File: src/rtl/data_bus_pkg.sv
// data_bus_pkg: shared types for the data-bus to memory bridge.
// Holds the transfer size encodings, the byte-enable decoder, the request
// queue entry, the slave configuration record and the head FSM states.
package data_bus_pkg;

  typedef logic [31:0] base_addr_type;
  typedef logic [31:0] addr_mask_type;

  localparam base_addr_type CFG_BADR_MEM = 32'h0000_0000;
  localparam addr_mask_type CFG_MADR_MEM = 32'hFFFF_0000;

  localparam logic [1:0] SIZE_BYTE = 2'b00;
  localparam logic [1:0] SIZE_HALF = 2'b01;
  localparam logic [1:0] SIZE_WORD = 2'b10;

  typedef struct packed {
    base_addr_type base_addr;
    addr_mask_type addr_mask;
  } db_conf_t;

  typedef struct packed {
    logic [1:0] size;
    logic [1:0] lsb;
    logic       illegal;
  } be_dec_t;

  typedef struct packed {
    logic [31:0] addr;
    logic        we;
    logic [31:0] wdata;
    logic [1:0]  size;
    logic [1:0]  lsb;
    logic        illegal;
  } db_req_t;

  typedef enum logic {
    ST_IDLE = 1'b0,
    ST_BUSY = 1'b1
  } head_st_e;

  // Only naturally aligned byte, halfword and word lanes map onto one access.
  function automatic be_dec_t be_decode(input logic [3:0] be);
    be_dec_t d;
    case (be)
      4'b0001: d = '{size: SIZE_BYTE, lsb: 2'd0, illegal: 1'b0};
      4'b0010: d = '{size: SIZE_BYTE, lsb: 2'd1, illegal: 1'b0};
      4'b0100: d = '{size: SIZE_BYTE, lsb: 2'd2, illegal: 1'b0};
      4'b1000: d = '{size: SIZE_BYTE, lsb: 2'd3, illegal: 1'b0};
      4'b0011: d = '{size: SIZE_HALF, lsb: 2'd0, illegal: 1'b0};
      4'b1100: d = '{size: SIZE_HALF, lsb: 2'd2, illegal: 1'b0};
      4'b1111: d = '{size: SIZE_WORD, lsb: 2'd0, illegal: 1'b0};
      default: d = '{size: SIZE_WORD, lsb: 2'd0, illegal: 1'b1};
    endcase
    return d;
  endfunction

endpackage

File: src/rtl/data_bus_if.sv
// DATA_BUS: request/response data bus with a slave configuration record.
interface DATA_BUS;
  import data_bus_pkg::*;

  logic        req;
  logic        gnt;
  logic        we;
  logic [31:0] addr;
  logic [31:0] wdata;
  logic [3:0]  be;
  logic [31:0] rdata;
  logic        rvalid;
  logic        err;
  db_conf_t    conf;

  modport Slave  (input req, we, addr, wdata, be, output gnt, rdata, rvalid, err, conf);
  modport Master (output req, we, addr, wdata, be, input gnt, rdata, rvalid, err, conf);
endinterface

File: src/rtl/db_req_fifo.sv
// db_req_fifo: DEPTH-entry request queue with wrapping pointers and an
// occupancy count; the head entry is presented on dout.
module db_req_fifo #(
  parameter int  DEPTH = 2,
  parameter type T     = logic
) (
  input  logic                   clk,
  input  logic                   rst_n,
  input  logic                   push,
  input  T                       din,
  input  logic                   pop,
  output T                       dout,
  output logic                   full,
  output logic                   empty,
  output logic [$clog2(DEPTH):0] count
);

  localparam int PW = (DEPTH > 1) ? $clog2(DEPTH) : 1;
  localparam int CW = $clog2(DEPTH) + 1;

  T                r_mem [DEPTH];
  logic [PW-1:0]   r_wptr;
  logic [PW-1:0]   r_rptr;
  logic [CW-1:0]   r_count;

  // Store the pushed entry; storage itself needs no reset.
  always_ff @(posedge clk) begin
    if (push) begin
      r_mem[r_wptr] <= din;
    end
  end

  // Advance pointers modulo DEPTH and track occupancy.
  always_ff @(posedge clk) begin
    if (!rst_n) begin
      r_wptr  <= '0;
      r_rptr  <= '0;
      r_count <= '0;
    end else begin
      if (push) begin
        r_wptr <= (r_wptr == PW'(DEPTH - 1)) ? '0 : r_wptr + PW'(1);
      end
      if (pop) begin
        r_rptr <= (r_rptr == PW'(DEPTH - 1)) ? '0 : r_rptr + PW'(1);
      end
      case ({push, pop})
        2'b10:   r_count <= r_count + CW'(1);
        2'b01:   r_count <= r_count - CW'(1);
        default: r_count <= r_count;
      endcase
    end
  end

  assign dout  = r_mem[r_rptr];
  assign full  = (r_count == CW'(DEPTH));
  assign empty = (r_count == CW'(0));
  assign count = r_count;

endmodule

File: src/rtl/mem2db_pipe.sv
// mem2db_pipe: bridges a DATA_BUS slave port onto a simple memory request
// interface through an in-order request queue.
// Optional feature: define MEM2DB_TIMEOUT_EN to force-complete a head access
// with an error after TIMEOUT_CYC cycles without ready.
module mem2db_pipe
  import data_bus_pkg::*;
#(
  parameter base_addr_type base_addr   = CFG_BADR_MEM,
  parameter addr_mask_type addr_mask   = CFG_MADR_MEM,
  parameter int            DEPTH       = 2,
  parameter int            TIMEOUT_CYC = 255
) (
  input  logic        clk,
  input  logic        rst_n,
  input  logic        fault,
  output logic [31:0] wdata,
  output logic [31:0] addr,
  output logic [1:0]  size,
  output logic        ren,
  output logic        wen,
  input  logic [31:0] rdata,
  input  logic        ready,
  DATA_BUS.Slave      dslv
);

  localparam int CW = $clog2(DEPTH) + 1;

  head_st_e      r_state;
  be_dec_t       w_dec;
  db_req_t       w_push_ent;
  db_req_t       w_head;
  logic          w_full;
  logic          w_empty;
  logic [CW-1:0] w_count;
  logic          w_gnt;
  logic          w_head_vld;
  logic          w_legal_head;
  logic          w_timeout;
  logic          w_issue;
  logic          w_done_ok;
  logic          w_done_bad;
  logic          w_pop;
  logic          w_unused_addr_lsb;

  // Grant depends only on the registered count, never on ready.
  assign w_gnt = rst_n & dslv.req & ~w_full;

  // Build the queue entry from the bus request and its byte-enable decode.
  always_comb begin
    w_dec      = be_decode(dslv.be);
    w_push_ent = '{addr: dslv.addr, we: dslv.we, wdata: dslv.wdata,
                   size: w_dec.size, lsb: w_dec.lsb, illegal: w_dec.illegal};
  end

  db_req_fifo #(
    .DEPTH (DEPTH),
    .T     (db_req_t)
  ) u_fifo (
    .clk   (clk),
    .rst_n (rst_n),
    .push  (w_gnt),
    .din   (w_push_ent),
    .pop   (w_pop),
    .dout  (w_head),
    .full  (w_full),
    .empty (w_empty),
    .count (w_count)
  );

  // Head FSM: BUSY whenever the queue will hold at least one entry.
  always_ff @(posedge clk) begin
    if (!rst_n) begin
      r_state <= ST_IDLE;
    end else begin
      case (r_state)
        ST_IDLE: r_state <= w_gnt ? ST_BUSY : ST_IDLE;
        ST_BUSY: r_state <= (w_pop && !w_gnt && w_count == CW'(1)) ? ST_IDLE : ST_BUSY;
        default: r_state <= ST_IDLE;
      endcase
    end
  end

  assign w_head_vld   = (r_state == ST_BUSY) & ~w_empty;
  assign w_legal_head = w_head_vld & ~w_head.illegal;

`ifdef MEM2DB_TIMEOUT_EN
  logic [15:0] r_wait_cnt;

  // Count wait states of the issued head; cleared whenever the head leaves.
  always_ff @(posedge clk) begin
    if (!rst_n) begin
      r_wait_cnt <= 16'd0;
    end else if (w_pop) begin
      r_wait_cnt <= 16'd0;
    end else if (w_legal_head) begin
      r_wait_cnt <= r_wait_cnt + 16'd1;
    end else begin
      r_wait_cnt <= r_wait_cnt;
    end
  end

  assign w_timeout = w_legal_head & (r_wait_cnt == 16'(TIMEOUT_CYC));
`else
  assign w_timeout = 1'b0;
`endif

  assign w_issue    = w_legal_head & ~w_timeout;
  assign w_done_ok  = w_issue & ready;
  assign w_done_bad = (w_head_vld & w_head.illegal) | w_timeout;
  assign w_pop      = w_done_ok | w_done_bad;

  // Lane position comes from be, so the bus address low bits are not used.
  assign w_unused_addr_lsb = ^w_head.addr[1:0];

  // Memory request lines: head entry while occupied, idle values otherwise.
  always_comb begin
    if (w_head_vld) begin
      addr  = {w_head.addr[31:2], w_head.lsb};
      size  = w_head.size;
      wdata = w_head.wdata;
    end else begin
      addr  = 32'd0;
      size  = SIZE_WORD;
      wdata = 32'd0;
    end
    ren = w_issue & ~w_head.we;
    wen = w_issue & w_head.we;
  end

  // Response: at most one per cycle, suppressed while reset is asserted.
  always_comb begin
    dslv.rvalid = rst_n & w_pop;
    dslv.err    = rst_n & (w_done_bad | (w_done_ok & fault));
    if (rst_n && w_done_ok && !w_head.we) begin
      dslv.rdata = rdata;
    end else begin
      dslv.rdata = 32'd0;
    end
  end

  assign dslv.gnt  = w_gnt;
  assign dslv.conf = '{base_addr: base_addr, addr_mask: addr_mask};

endmodule

File: src/flat_wrapper.sv
// flat-port wrapper written by rule: the top's interface ports become plain ports
module mem2db_pipe_flat import data_bus_pkg::*;
#(
  parameter base_addr_type base_addr   = CFG_BADR_MEM,
  parameter addr_mask_type addr_mask   = CFG_MADR_MEM,
  parameter int            DEPTH       = 2,
  parameter int            TIMEOUT_CYC = 255
)
  (clk, rst_n, fault, wdata, addr, size, ren, wen, rdata, ready, dslv_req, dslv_we, dslv_addr, dslv_wdata, dslv_be, dslv_gnt, dslv_rdata, dslv_rvalid, dslv_err, dslv_conf);
  DATA_BUS dslv_i ();
  input  logic clk;
  input  logic rst_n;
  input  logic fault;
  output logic [31:0] wdata;
  output logic [31:0] addr;
  output logic [1:0] size;
  output logic ren;
  output logic wen;
  input  logic [31:0] rdata;
  input  logic ready;
  input wire logic [$bits(dslv_i.req)-1:0] dslv_req;
  input wire logic [$bits(dslv_i.we)-1:0] dslv_we;
  input wire logic [$bits(dslv_i.addr)-1:0] dslv_addr;
  input wire logic [$bits(dslv_i.wdata)-1:0] dslv_wdata;
  input wire logic [$bits(dslv_i.be)-1:0] dslv_be;
  output wire logic [$bits(dslv_i.gnt)-1:0] dslv_gnt;
  output wire logic [$bits(dslv_i.rdata)-1:0] dslv_rdata;
  output wire logic [$bits(dslv_i.rvalid)-1:0] dslv_rvalid;
  output wire logic [$bits(dslv_i.err)-1:0] dslv_err;
  output wire logic [$bits(dslv_i.conf)-1:0] dslv_conf;
  assign dslv_i.req = dslv_req;
  assign dslv_i.we = dslv_we;
  assign dslv_i.addr = dslv_addr;
  assign dslv_i.wdata = dslv_wdata;
  assign dslv_i.be = dslv_be;
  assign dslv_gnt = dslv_i.gnt;
  assign dslv_rdata = dslv_i.rdata;
  assign dslv_rvalid = dslv_i.rvalid;
  assign dslv_err = dslv_i.err;
  assign dslv_conf = dslv_i.conf;
  mem2db_pipe #(.base_addr(base_addr), .addr_mask(addr_mask), .DEPTH(DEPTH), .TIMEOUT_CYC(TIMEOUT_CYC)) u_core (.clk(clk), .rst_n(rst_n), .fault(fault), .wdata(wdata), .addr(addr), .size(size), .ren(ren), .wen(wen), .rdata(rdata), .ready(ready), .dslv(dslv_i));
endmodule
File: config.mk
export PLATFORM = sky130hd
export DESIGN_NAME = mem2db_pipe_flat
export DESIGN_NICKNAME = d
export VERILOG_FILES = /design/src/rtl/data_bus_pkg.sv /design/src/rtl/data_bus_if.sv /design/src/rtl/db_req_fifo.sv /design/src/rtl/mem2db_pipe.sv /design/src/flat_wrapper.sv
export SDC_FILE = /design/constraint.sdc
export NUM_CORES = 1
export LEC_CHECK = 0
export CAP_MARGIN = 30
export CORE_UTILIZATION = 35
export DETAILED_ROUTE_END_ITERATION = 10
export PLACE_DENSITY = 0.69
export SLEW_MARGIN = 20
export SYNTH_ARGS = -nofsm -noshare
export SYNTH_HDL_FRONTEND = slang
export SYNTH_SLANG_ARGS = --single-unit
File: constraint.sdc
create_clock -name clk -period 6.25 [get_ports clk]
set_input_delay 1.25 -clock clk [delete_from_list [all_inputs] [get_ports clk]]
set_output_delay 1.25 -clock clk [all_outputs]
set_load 0.005 [all_outputs]
# [After elaboration in Yosys (flattened, before gate mapping)]
# Memory sizes are Yosys's and may differ from the RTL's. A register that Yosys moved wholly into a read port is not among the register bits.
# Cells that the tools add are included.
[totals] register_bits=5 latchBits=0 ram_bits=140 mem_bits_ro=0 inputBits=106 out_inout_bits=167 word_cells=60 memories=1
[mem_list] memory="u_core.u_fifo.r_mem" depth=2 word_bits=70 read_ports=1 rd_ports_with_merged_regs=1 write_ports=1 line_no="db_req_fifo.sv:21" source="T r_mem [DEPTH];"
[op_classes] addsub=4 multipliers=0 n_div=0 n_lt_le_gt_ge=0 eq_ne=11 shifts=0 mux=14 bitwise_logic=18 n_reduce_logical=8
[op_table] operator="2-to-1 mux 32 bit" n=3
[op_table] operator="case mux 5 bit (7 select lines)" n=1
[op_table] operator="equality test 4 bit (second input constant)" n=3
[op_table] operator="AND 1 bit" n=11
[op_table] operator="equality test 4 x 2 -> 1 bit (second input constant)" n=2
[op_table] operator="2-to-1 mux 1 bit" n=7
[op_table] operator="inverter 1 bit" n=5
[op_table] operator="equality test 2 x 1 -> 1 bit (second input constant)" n=2
[op_table] operator="equality test 2 bit (second input constant)" n=2
[op_table] operator="equality test 4 x 1 -> 1 bit (second input constant)" n=1
[op_table] operator="equality test 4 x 3 -> 1 bit (second input constant)" n=1
[op_table] operator="logical AND 1 bit" n=4
[op_table] operator="case mux 2 bit (2 select lines)" n=1
[op_table] operator="adder 1 bit (second input constant)" n=2
[op_table] operator="adder 2 x 1 -> 2 bit (second input constant)" n=1
[op_table] operator="logical NOT 1 bit" n=2
[op_table] operator="logical NOT 2 bit" n=1
[op_table] operator="2-to-1 mux 2 bit" n=1
[op_table] operator="OR 1 bit" n=2
[op_table] operator="case mux 1 bit (2 select lines)" n=1
[op_table] operator="nonzero test 2 bit" n=1
[op_table] operator="subtractor 2 x 1 -> 2 bit (second input constant)" n=1

# [Longest topological paths before layout]
# Gate-level depths: netlist (run 1).
[depth] depth_word=10 ltp_mapped=8 mapped_depth_nobuf=8

# [Modules after synthesis]
# A second synthesis (run 1) with hierarchy kept.
[hier_totals] hier_cells=444 area_unflattened_um2=6647.6
[modules_own_cells] module="db_req_fifo" instances=1 cells_each=240 area_per_inst_um2=5248.8 seq_area_each_um2=4304.1
[modules_own_cells] module="mem2db_pipe" instances=1 cells_each=204 area_per_inst_um2=1398.8 seq_area_each_um2=20.0

# [Worst setup path after synthesis (run 1)]
# Ideal clock, no wire load.
[synth_timing] path_kind="in2reg" from="input port rst_n" to="memory u_core.u_fifo.r_mem[0][0] (netlist bit) (enable)" setup_ps=496 t_arrival_ps=4601 t_required_ps=5754 slack_ps=1153 path_stages=3 n_path_buf=1 cell_sequence="clkbuf_1 -> nand3b_1 -> nor2_1"
[synth_via] elab_chain_len=4
[synth_lines] element="start, declared" line_no="flat_wrapper.sv:12" source="input logic rst_n;"
[synth_lines] element="AND 1 bit (2 in a row)" line_no="mem2db_pipe.sv:46" source="assign w_gnt = rst_n & dslv.req & ~w_full;"
[synth_lines] element="2-to-1 mux 1 bit" line_no="db_req_fifo.sv:28" source="if (push) begin"
[synth_lines] element="2-to-1 mux 1 bit (implied by the code)" line_no="db_req_fifo.sv:29" source="r_mem[r_wptr] <= din;"
[synth_lines] element="end, declared" line_no="db_req_fifo.sv:21"
# Every way passes these cells.

# [Final worst setup path (run 1)]
[layout_timing] from="input port rst_n" to="output port dslv_rdata[15]"
[layout_via] elab_chain_len=3
[layout_lines] element="logical AND 1 bit (2 in a row)" line_no="mem2db_pipe.sv:134" source="if (rst_n && w_done_ok && !w_head.we) begin"
[layout_lines] element="2-to-1 mux 32 bit" line_no="mem2db_pipe.sv:134"
[layout_lines] element="end, declared" line_no="flat_wrapper.sv:27" source="output wire logic [$bits(dslv_i.rdata)-1:0] dslv_rdata;"
# Every way passes these cells.

==> results by group, run 1 <==
Cells and area
  – Seq. cell area: 4210 um2
  – Fillcell total: 1471
  – Area of the multi-input gates: 1710 um2
  – Proportion of layout cells with a drive suffix above 1: 5.86%
  – NumNets Final: 764
  – Synthesis-to-layout area growth: 43.2%

Detailed routing
  – Pre-Repair DR Iteration Count: 4
  – Initial drt markers: 166
  – WL final: 14.0 mm
  – DR DRC count: 0
  – Final ANT Viol Nets: 0
  – Vias: 3955
  – Met2 WL: 7.19 mm
  – Highest metal used: met4
  – Routed wire per std cell: 15.7 um
  – Met3 wire length: 1.23 mm
  – Vias per cell: 4.43
  – Met1 WL: 5.30 mm

Place
  – Port buffer count: 206
  – Placer Congestion: 0.797
  – DP HPWL: 9.74 mm

Global routing
  – Global-route wire length before repair: 21.1 mm
  – Largest net degree at the start of global routing: 69
  – Initial antenna violation count: 1
  – Total congestion overflow: 0
  – Number of global-route vias before repair: 4006
  – Total GRT Usage: 15.7%

Critical path
  – Worst path buffer plus inverter count: 3
  – Worst-path cell chain: clkdlybuf4s50_1 > nand2_1 > nor4_4 > buf_4 > and2_1 > clkdlybuf4s50_1
  – Worst-path maximum fanout: 24
  – Kind of critical path: input pin to primary output
  – Critical path arrival: 3360 ps
  – Critical Path Most Common Cell: clkdlybuf4s50_1
  – Worst stage delay on the critical path: 660 ps
  – CP endpoint kind: primary output
  – Crit-path slowest cell: clkdlybuf4s50_1
  – CP delay by family, top: buffers and inverters
  – CP startpoint kind: input pin
  – Critical Path RT: 5000 ps

Synth
  – Post-synthesis register bit count: 142
  – Synth Instances: 445
  – Yosys Warn Count: 0
  – Largest cells by area after synthesis: edfxtp_1, mux2i_1, buf_4
  – Post-Syn Area: 6270 um2
  – Post-synth ARST share: 0%
  – Synth unique cells: 32
  – Yosys top cell area share: 65.2%
  – Syn avg cell area: 14.1 um2
  – Primary FF master, synth: edfxtp_1
  – Sequential share of the synthesized area: 67.1%
  – Synth area leader: edfxtp_1
  – Post-synth EDFFs: 136

Clock network
  – Num Clock Sinks: 142
  – CTS tree: done
  – Clk slew on worst S/H paths: 50 ps
  – Post-CTS resize count: 0
  – TritonCTS Buffers: 17
  – Latest clock arrival within the worst-skew pair: 410 ps
  – Max clock buf depth: 2
  – Clock tree root driver cell: clkbuf_16
  – Post-CTS Setup Inserts: 0
  – Cts hold-fix bufs: 0
  – H-tree depth: 4

Floorplan
  – Rows: 48
  – Starting density of the core: 36.0%
  – # IOs: 273
  – Die ar.: 18400 um2
  – Core Area: 17400 um2
  – Die Y: 136 um
  – Die width: 136 um

STA
  – Worst hold slack: 476 ps
  – Final setup fails: 0
  – Worst-margin pin slew: 791 ps
  – Final Hold Fails: 0
  – Fin crit period: 4610 ps
  – Fin crit share: 73.7%
  – Slew headroom: 47.2%
  – Achievable Freq: 0.217 GHz
  – Clock skew: 6.95 ps
  – Final Max Tran Viols: 0
  – RSZ-0062 raised after global routing: no
  – Setup TNS: 0 ps

Power
  – Leak: 0.00307 uW
  – Worst ir drop on vdd: 0.000190 V
  – Total power per unit cell area: 282 nW/um2

Hold path
  – Hold WC Path Type: register to register

Run status
  – Status: finished clean

Job
  – Max cap viols: 0
[layout make-up]
| cell class | count | share of cell area, % |
|---|---|---|
| multi-input cells | 277 | 19.0 |
| inverters | 4 | 0.167 |
| repair buffers | 212 | 23.5 |
| diodes | 1 | 0.0279 |
| well taps | 225 | 3.14 |
| clock inverters | 11 | 2.38 |
| clock buffers | 20 | 4.87 |
| flip-flops and latches | 142 | 46.9 |
[per-stage QoR]
| stage | utilization (%) | setup slack (ps) | power (uW) | cell area, um2 | std cells |
|---|---|---|---|---|---|
| final | 51.5 | 1640 | 2530 | 8970 | 892 |
| after global routing | 51.5 | 1440 | 2620 | 8970 | 892 |
| after CTS | 51.5 | 1300 | 2560 | 8960 | 890 |
| after detailed placement | 47.7 | 1320 | 1430 | 8310 | 859 |
| after global placement | 47.7 | 1350 | 1430 | 8310 | 859 |
| after floorplan | - | 1150 | 1290 | 6500 | 507 |
[cell usage after synthesis (3+ instances only)]
cell	number
a21oi_1	3
and2_1	35
buf_1	3
buf_2	8
buf_4	64
buf_6	3
clkbuf_1	6
dfxtp_1	6
edfxtp_1	136
ha_1	4
inv_1	4
mux2i_1	68
nand2_1	5
nor2_1	73
nor3_1	5
[sequential cells by signal, summed over array words and instances (netlist names), named ones only]
signal,flops
u_core.r_state,1
u_core.u_fifo.r_mem,136
u_core.u_fifo.count,2
u_core.u_fifo.r_rptr,1
u_core.u_fifo.r_wptr,1
[worst register-to-register path: stages (launching register included)]
cell	delay, ps
dfxtp_1	420
inv_1	90
ha_1	200
nand3b_1	340
nor2_4	680
buf_4	650
[layout by cell type, fill, tap and decap left out, types with 2 or more instances in the layout]
cell type / n
o21a_1: 2
clkdlybuf4s50_1: 206
clkbuf_1: 3
nor3_1: 5
mux2i_1: 68
nor2_1: 71
xnor2_1: 2
o21ai_0: 2
ha_1: 4
buf_4: 6
clkbuf_16: 17
edfxtp_1: 136
a21oi_1: 3
nor2_4: 2
nand2_1: 5
clkinv_1: 2
dfxtp_1: 5
bufinv_16: 6
inv_1: 4
conb_1: 64
clkinv_4: 2
and2_1: 35
[logic make-up (layout without fill, tap and decap cells)]
group,after synthesis,in the layout,synth area share (%)
buffers and inverters,88,247,9.62
flip-flops,142,142,67.1
other,2,65,0.120
adder cells (fa/ha/maj),4,4,0.799
AND/OR/NAND/NOR,125,125,9.52
AO/OA/AOI/OAI,12,12,1.28
multiplexers,70,70,11.3
XOR/XNOR,2,2,0.280
[final timing paths]
kind / start / slack (ps) / cells after the start / end
worst max register to register: u_core.u_fifo.count[0] / 3480 / 5 / u_core.u_fifo.r_mem[1][44]
worst min-delay path: u_core.u_fifo.r_rptr / 480 / 2 / register
worst min register to register: u_core.u_fifo.r_rptr / 480 / 2 / register
worst max-delay path: rst_n / 1640 / 6 / dslv_rdata[15]
[report_power, final]
part / switching, uW / total, uW / leakage (uW) / internal (uW)
sequential: 22.3 / 1110 / 0.00130 / 1090
clock: 368 / 1110 / 0.000314 / 746
combinational: 135 / 300 / 0.00146 / 166
total: 525 / 2530 / 0.00307 / 2000
[per-layer routing]
| metal | track usage [%] | vias to the layer above |
|---|---|---|
| met3 | 6.88 | 18 |
| li1 | - | 1865 |
| met5 | 0 | - |
| met1 | 16.4 | 1878 |
| met4 | 7.12 | 0 |
| met2 | 27.0 | 194 |
Power figures use the tool's default switching activity.
==> run 2, diff against run 1 <==
--- a/config.mk
+++ b/config.mk
@@ -8,7 +8,7 @@
 export CAP_MARGIN = 30
 export CORE_UTILIZATION = 35
 export DETAILED_ROUTE_END_ITERATION = 10
-export PLACE_DENSITY = 0.69
+export PLACE_DENSITY = 0.71
 export SLEW_MARGIN = 20
 export SYNTH_ARGS = -nofsm -noshare
 export SYNTH_HDL_FRONTEND = slang
==> constraint.sdc (replaced) <==
create_clock -name clk -period 4.2 [get_ports clk]
set_input_delay 0.84 -clock clk [delete_from_list [all_inputs] [get_ports clk]]
set_output_delay 0.84 -clock clk [all_outputs]
set_load 0.005 [all_outputs]
==> results by group, run 2 (synthesized netlist as in run 1, its figures left out) <==
Critical path
  – Kind of critical path: input pin to primary output (unchanged)
  – Critical Path Most Common Cell: clkdlybuf4s50_1 (unchanged)
  – CP endpoint kind: primary output (unchanged)
  – Crit-path slowest cell: clkdlybuf4s50_1 (unchanged)
  – Worst-path cell chain: clkdlybuf4s50_1 > nand2_1 > nor4_4 > buf_4 > and2_1 > clkdlybuf4s50_1 (unchanged)
  – Critical path arrival: 2730 ps (was 3360 ps)
  – CP startpoint kind: input pin (unchanged)
  – Critical Path RT: 3360 ps (was 5000 ps)
  – Worst stage delay on the critical path: 640 ps (was 660 ps)
  – CP delay by family, top: buffers and inverters (unchanged)
  – Worst-path maximum fanout: 32 (was 24)
  – Worst path buffer plus inverter count: 3 (unchanged)

Clock network
  – Post-CTS Setup Inserts: 0 (unchanged)
  – TritonCTS Buffers: 17 (unchanged)
  – Latest clock arrival within the worst-skew pair: 410 ps (about the same)
  – Max clock buf depth: 2 (unchanged)
  – H-tree depth: 4 (unchanged)
  – CTS tree: done (unchanged)
  – Cts hold-fix bufs: 0 (unchanged)
  – Clock tree root driver cell: clkbuf_16 (unchanged)
  – Num Clock Sinks: 142 (unchanged)
  – Post-CTS resize count: 0 (unchanged)
  – Clk slew on worst S/H paths: 50 ps (about the same)

Global routing
  – Largest net degree at the start of global routing: 68 (was 69)
  – Initial antenna violation count: 3 (was 1)
  – Total GRT Usage: 15.7% (about the same)
  – Global-route wire length before repair: 21.3 mm (was 21.1 mm)
  – Total congestion overflow: 0 (unchanged)
  – Number of global-route vias before repair: 4110 (was 4006)

Cells and area
  – Commonest non-fill, non-tap cell in the layout: clkdlybuf4s50_1 (unchanged)
  – NumNets Final: 766 (was 764)
  – Largest reg by FF count: u_core.u_fifo.r_mem (unchanged)
  – Proportion of layout cells with a drive suffix above 1: 5.54% (was 5.86%)
  – Commonest non-fill, non-tap cells in the layout: clkdlybuf4s50_1, edfxtp_1, nor2_1 (unchanged)
  – Max FFs per register: 136 (unchanged)
  – Synthesis-to-layout area growth: 42.1% (was 43.2%)

Detailed routing
  – Pre-Repair DR Iteration Count: 4 (unchanged)
  – DR DRC count: 0 (unchanged)
  – Final ANT Viol Nets: 0 (unchanged)
  – Vias: 3979 (was 3955)
  – Initial drt markers: 180 (was 166)
  – WL final: 14.2 mm (was 14.0 mm)
  – Vias per cell: 4.44 (was 4.43)
  – Routed wire per std cell: 15.8 um (was 15.7 um)

STA
  – Clock skew: 10.1 ps (was 6.95 ps)
  – Slew headroom: 49.7% (was 47.2%)
  – Final Max Tran Viols: 0 (unchanged)
  – Worst hold slack: 480 ps (was 476 ps)
  – Fin crit period: 3570 ps
  – Setup TNS: 0 ps (unchanged)
  – Final Hold Fails: 0 (unchanged)
  – RSZ-0062 raised after global routing: no (unchanged)
  – Fin crit share: 84.9%
  – Worst-margin pin slew: 755 ps (was 791 ps)
  – Achievable Freq: 0.280 GHz
  – Final setup fails: 0 (unchanged)

Job
  – Max cap viols: 0 (unchanged)

Floorplan
  – Die ar.: 18400 um2 (unchanged)
  – Rows: 48 (unchanged)
  – # IOs: 273 (unchanged)
  – Die width: 136 um (unchanged)
  – Starting density of the core: 36.0% (unchanged)
  – Die Y: 136 um (unchanged)
  – Core Area: 17400 um2 (unchanged)

Power
  – Pint: 2740 uW (was 2000 uW)
  – Gate power share: 13.2% (was 11.9%)
  – Worst ir drop on vdd: 0.000258 V (was 0.000190 V)
  – Total power per unit cell area: 393 nW/um2 (was 282 nW/um2)
  – Flop pwr share: 47.0% (was 44.0%)
  – Clock share of power: 39.7% (was 44.1%)
  – P_sw: 763 uW (was 525 uW)
  – Leak: 0.00303 uW (was 0.00307 uW)
  – Switching share of power: 21.8% (was 20.8%)

Place
  – Placer Congestion: 0.828 (was 0.797)
  – DP HPWL: 10.1 mm (was 9.74 mm)
  – Port buffer count: 206 (unchanged)

Hold path
  – Hold WC Path Type: register to register (unchanged)

Run status
  – Status: finished clean (unchanged)
run 2: cell types whose count changed in the layout (fill, tap and decap cells not counted):
cell,before,now
inv_6,1,0
diode_2,1,3
clkinvlp_4,0,1
clkinv_1,2,3
clkinv_4,2,1
clkbuf_1,3,6
buf_16,0,1
clkinv_2,0,1
buf_4,6,7
bufinv_16,6,2
run 2: worst paths after layout:
path	slack (ps)	cells past startpoint	end	startpoint
worst max-delay path	630	6	dslv_rdata[3]	rst_n
worst min-delay path	480	2	register	u_core.u_fifo.r_rptr
worst max register to register	2040	5	u_core.u_fifo.r_mem[0][45]	u_core.u_fifo.count[0]
worst min register to register	480	2	register	u_core.u_fifo.r_rptr
run 2: worst reg2reg max path, delay by kind of cell (launching register included):
kind                       cells  cell delay [ps]
and+or+nand+nor                2              550
buffers and inverters          2              640
DFF                            1              380
adders and majority gates      1              190
run 2: area by class of cell:
cell class / instances / area (um2)
well taps: 225 / 282
diodes: 3 / 7.51
fillers: 1493 / 8510
clock inverters: 8 / 92.6
flip-flops and latches: 142 / 4210
repair buffers: 214 / 2140
inverters: 4 / 15.0
clock buffers: 23 / 448
multi-input cells: 277 / 1710
run 2: power groups by stage:
stage	combinational [uW]	clock [uW]	sequential, uW
floorplan	258	0	1670
global placement	450	0	1670
detailed placement	461	0	1680
CTS	466	1420	1650
global route	506	1480	1650
finish	463	1390	1650
run 2: routing by layer:
layer  global-route usage, %  vias up  wire, um
li1                        -     1868         -
met4                    8.93        0       316
met1                    16.0     1880      5140
met2                    27.9      212      7620
met5                       0        -         0
met3                    5.50       19      1080
run 2: per-stage QoR:
stage	setup slack (ps)	std cells	area [um2]	util [%]	total power, uW
3_3_place_gp	597	861	8330	47.8	2120
4_1_cts	570	892	8870	50.9	3530
6_report	633	896	8900	51.1	3500
2_1_floorplan	641	507	6500	-	1920
3_5_place_dp	594	861	8330	47.8	2140
5_1_grt	436	896	8900	51.1	3640
==> run 3, diff against run 2 <==
--- a/config.mk
+++ b/config.mk
@@ -8,7 +8,7 @@
 export CAP_MARGIN = 30
 export CORE_UTILIZATION = 35
 export DETAILED_ROUTE_END_ITERATION = 10
-export PLACE_DENSITY = 0.71
+export PLACE_DENSITY = 0.69
 export SLEW_MARGIN = 20
 export SYNTH_ARGS = -nofsm -noshare
 export SYNTH_HDL_FRONTEND = slang
==> constraint.sdc (replaced) <==
create_clock -name clk -period 3.75 [get_ports clk]
set_input_delay 0.75 -clock clk [delete_from_list [all_inputs] [get_ports clk]]
set_output_delay 0.75 -clock clk [all_outputs]
set_load 0.005 [all_outputs]
==> results by group, run 3 (synthesized netlist as in run 1, its figures left out) <==
Job
  – Max cap viols: 0 (unchanged)

Critical path
  – CP startpoint kind: register (was input pin)
  – RR Endpoint: u_core.u_fifo.r_mem[1][57] (was u_core.u_fifo.r_mem[0][45])
  – Critical path arrival: 2540 ps (was 2730 ps)
  – WP depth: 7 (was 6)
  – CP endpoint kind: primary output (unchanged)
  – Worst path buffer plus inverter count: 3 (unchanged)
  – Reg2reg setup slack: 1620 ps (was 2040 ps)
  – Critical R2R Launch: u_core.u_fifo.count[0] (unchanged)
  – CP delay by family, top: buffers and inverters (unchanged)
  – Kind of critical path: register to primary output (was input pin to primary output)
  – Worst-path cell chain: inv_1 > ha_1 > nand2b_2 > nor4_4 > buf_4 > and2_1 > clkdlybuf4s50_1 (was clkdlybuf4s50_1 > nand2_1 > nor4_4 > buf_4 > and2_1 > clkdlybuf4s50_1)
  – Critical Path RT: 3000 ps (was 3360 ps)
  – Worst Reg-to-Reg Cells: 5 (unchanged)
  – Crit-path slowest cell: clkdlybuf4s50_1 (unchanged)
  – Worst-path maximum fanout: 32 (unchanged)
  – Worst stage delay on the critical path: 510 ps (was 640 ps)

STA
  – Clock skew: 7.67 ps (was 10.1 ps)
  – RSZ-0062 raised after global routing: no (unchanged)
  – Worst-margin pin slew: 751 ps (was 755 ps)
  – Final Hold Fails: 0 (unchanged)
  – Fin crit period: 3290 ps
  – Fin crit share: 87.8%
  – Slew headroom: 49.9% (was 49.7%)
  – Final Max Tran Viols: 0 (unchanged)
  – Final setup fails: 0 (unchanged)
  – Worst hold slack: 492 ps (was 480 ps)
  – Setup TNS: 0 ps (unchanged)
  – Achievable Freq: 0.304 GHz

Place
  – Placed Instance Area: 8350 um2 (was 8330 um2)
  – Port buffer count: 206 (unchanged)
  – Post-Place Cells: 862 (was 861)
  – Placer Congestion: 0.827 (was 0.828)
  – DP HPWL: 9.70 mm (was 10.1 mm)

Cells and area
  – Proportion of layout cells with a drive suffix above 1: 6.59% (was 5.54%)
  – Commonest non-fill, non-tap cell in the layout: clkdlybuf4s50_1 (unchanged)
  – Post-layout util: 50.9% (was 51.1%)
  – Final instance area: 8860 um2 (was 8900 um2)
  – Fin cells: 897 (was 896)
  – Max FFs per register: 136 (unchanged)
  – Commonest non-fill, non-tap cells in the layout: clkdlybuf4s50_1, edfxtp_1, nor2_1 (unchanged)
  – NumNets Final: 766 (unchanged)
  – Largest reg by FF count: u_core.u_fifo.r_mem (unchanged)
  – Synthesis-to-layout area growth: 41.5% (was 42.1%)

Hold path
  – Hold WC Path Type: register to register (unchanged)
  – WHS Path Cells: 2 (unchanged)
  – Hold path startpoint: u_core.u_fifo.r_rptr (unchanged)

Floorplan
  – Starting density of the core: 36.0% (unchanged)
  – Die ar.: 18400 um2 (unchanged)
  – Core Area: 17400 um2 (unchanged)
  – # IOs: 273 (unchanged)
  – Rows: 48 (unchanged)
  – Die width: 136 um (unchanged)
  – Die Y: 136 um (unchanged)

Clock network
  – TritonCTS Buffers: 17 (unchanged)
  – CTS tree: done (unchanged)
  – H-tree depth: 4 (unchanged)
  – Clk slew on worst S/H paths: 50 ps (about the same)
  – Latest clock arrival within the worst-skew pair: 410 ps (about the same)
  – Cts hold-fix bufs: 0 (unchanged)
  – Num Clock Sinks: 142 (unchanged)
  – Max clock buf depth: 2 (unchanged)
  – Post-CTS resize count: 0 (unchanged)
  – Clock tree root driver cell: clkbuf_16 (unchanged)
  – Post-CTS Setup Inserts: 0 (unchanged)

Power
  – Total power per unit cell area: 428 nW/um2 (was 393 nW/um2)
  – Worst ir drop on vdd: 0.000319 V (was 0.000258 V)
  – Leak: 0.00303 uW (about the same)

Detailed routing
  – Met1 WL: 5.09 mm (was 5.14 mm)
  – Initial drt markers: 105 (was 180)
  – Vias: 3979 (unchanged)
  – Final ANT Viol Nets: 0 (unchanged)
  – Highest metal used: met4 (unchanged)
  – Vias per cell: 4.44 (about the same)
  – DR DRC count: 0 (unchanged)
  – Pre-Repair DR Iteration Count: 4 (unchanged)
  – Met2 WL: 7.33 mm (was 7.62 mm)
  – WL final: 13.9 mm (was 14.2 mm)
  – Routed wire per std cell: 15.5 um (was 15.8 um)
  – Met3 wire length: 1.07 mm (was 1.08 mm)

Run status
  – Status: finished clean (unchanged)

Global routing
  – Number of global-route vias before repair: 4065 (was 4110)
  – Global-route wire length before repair: 21.3 mm (about the same)
  – Largest net degree at the start of global routing: 70 (was 68)
  – Total GRT Usage: 15.8% (was 15.7%)
  – Initial antenna violation count: 4 (was 3)
  – Total congestion overflow: 0 (unchanged)
## run 3: cell count changes in the layout (fill, tap and decap cells not counted)
cell       delta
buf_16        -1
bufinv_16     -2
diode_2       +1
clkinv_1      -2
clkinv_2      +7
clkbuf_1      -5
clkinv_4      +2
buf_12        +1
## run 3: worst register-to-register path, delay by kind of cell, from the launching register on
kind / cells / cell delay, ps
fa+ha+maj: 1 / 200
buf+inv: 2 / 600
flops: 1 / 390
simple gates: 2 / 530
## run 3: cell type report
class | instances | area (um2)
Clock inverter | 13 | 77.6
Antenna cell | 4 | 10.0
Multi-Input combinational cell | 277 | 1710
Sequential cell | 142 | 4210
Inverter | 4 | 15.0
Fill cell | 1495 | 8550
Timing Repair Buffer | 214 | 2130
Tap cell | 225 | 282
Clock buffer | 18 | 429
## run 3: worst max path at each step
stage | to | from | slack, ps
2_1_floorplan | u_core.u_fifo.r_mem[0][0] | rst_n | 280
3_3_place_gp | dslv_rdata[27] | ready | 440
3_5_place_dp | dslv_rdata[27] | ready | 430
4_1_cts | dslv_rdata[27] | u_core.u_fifo.count[0] | 370
5_1_grt | dslv_rdata[27] | u_core.u_fifo.count[0] | 220
6_report | dslv_rdata[27] | u_core.u_fifo.count[0] | 460
## run 3: power by group
part	switching, uW	internal (uW)	leakage (uW)
logic	239	280	0.00147
clock network	611	829	0.000256
registers	20.2	1820	0.00130
## run 3: metrics by stage
step | worst slack, ps | power [uW]
floorplan | 281 | 2160
global placement | 444 | 2380
detailed placement | 432 | 2400
CTS | 367 | 3840
global route | 224 | 3960
finish | 457 | 3800
## run 3: per-layer routing
| layer | GRT usage (%) | vias up |
|---|---|---|
| li1 | - | 1866 |
| met5 | 0 | - |
| met4 | 8.99 | 0 |
| met3 | 5.95 | 25 |
| met2 | 27.5 | 210 |
| met1 | 16.3 | 1878 |
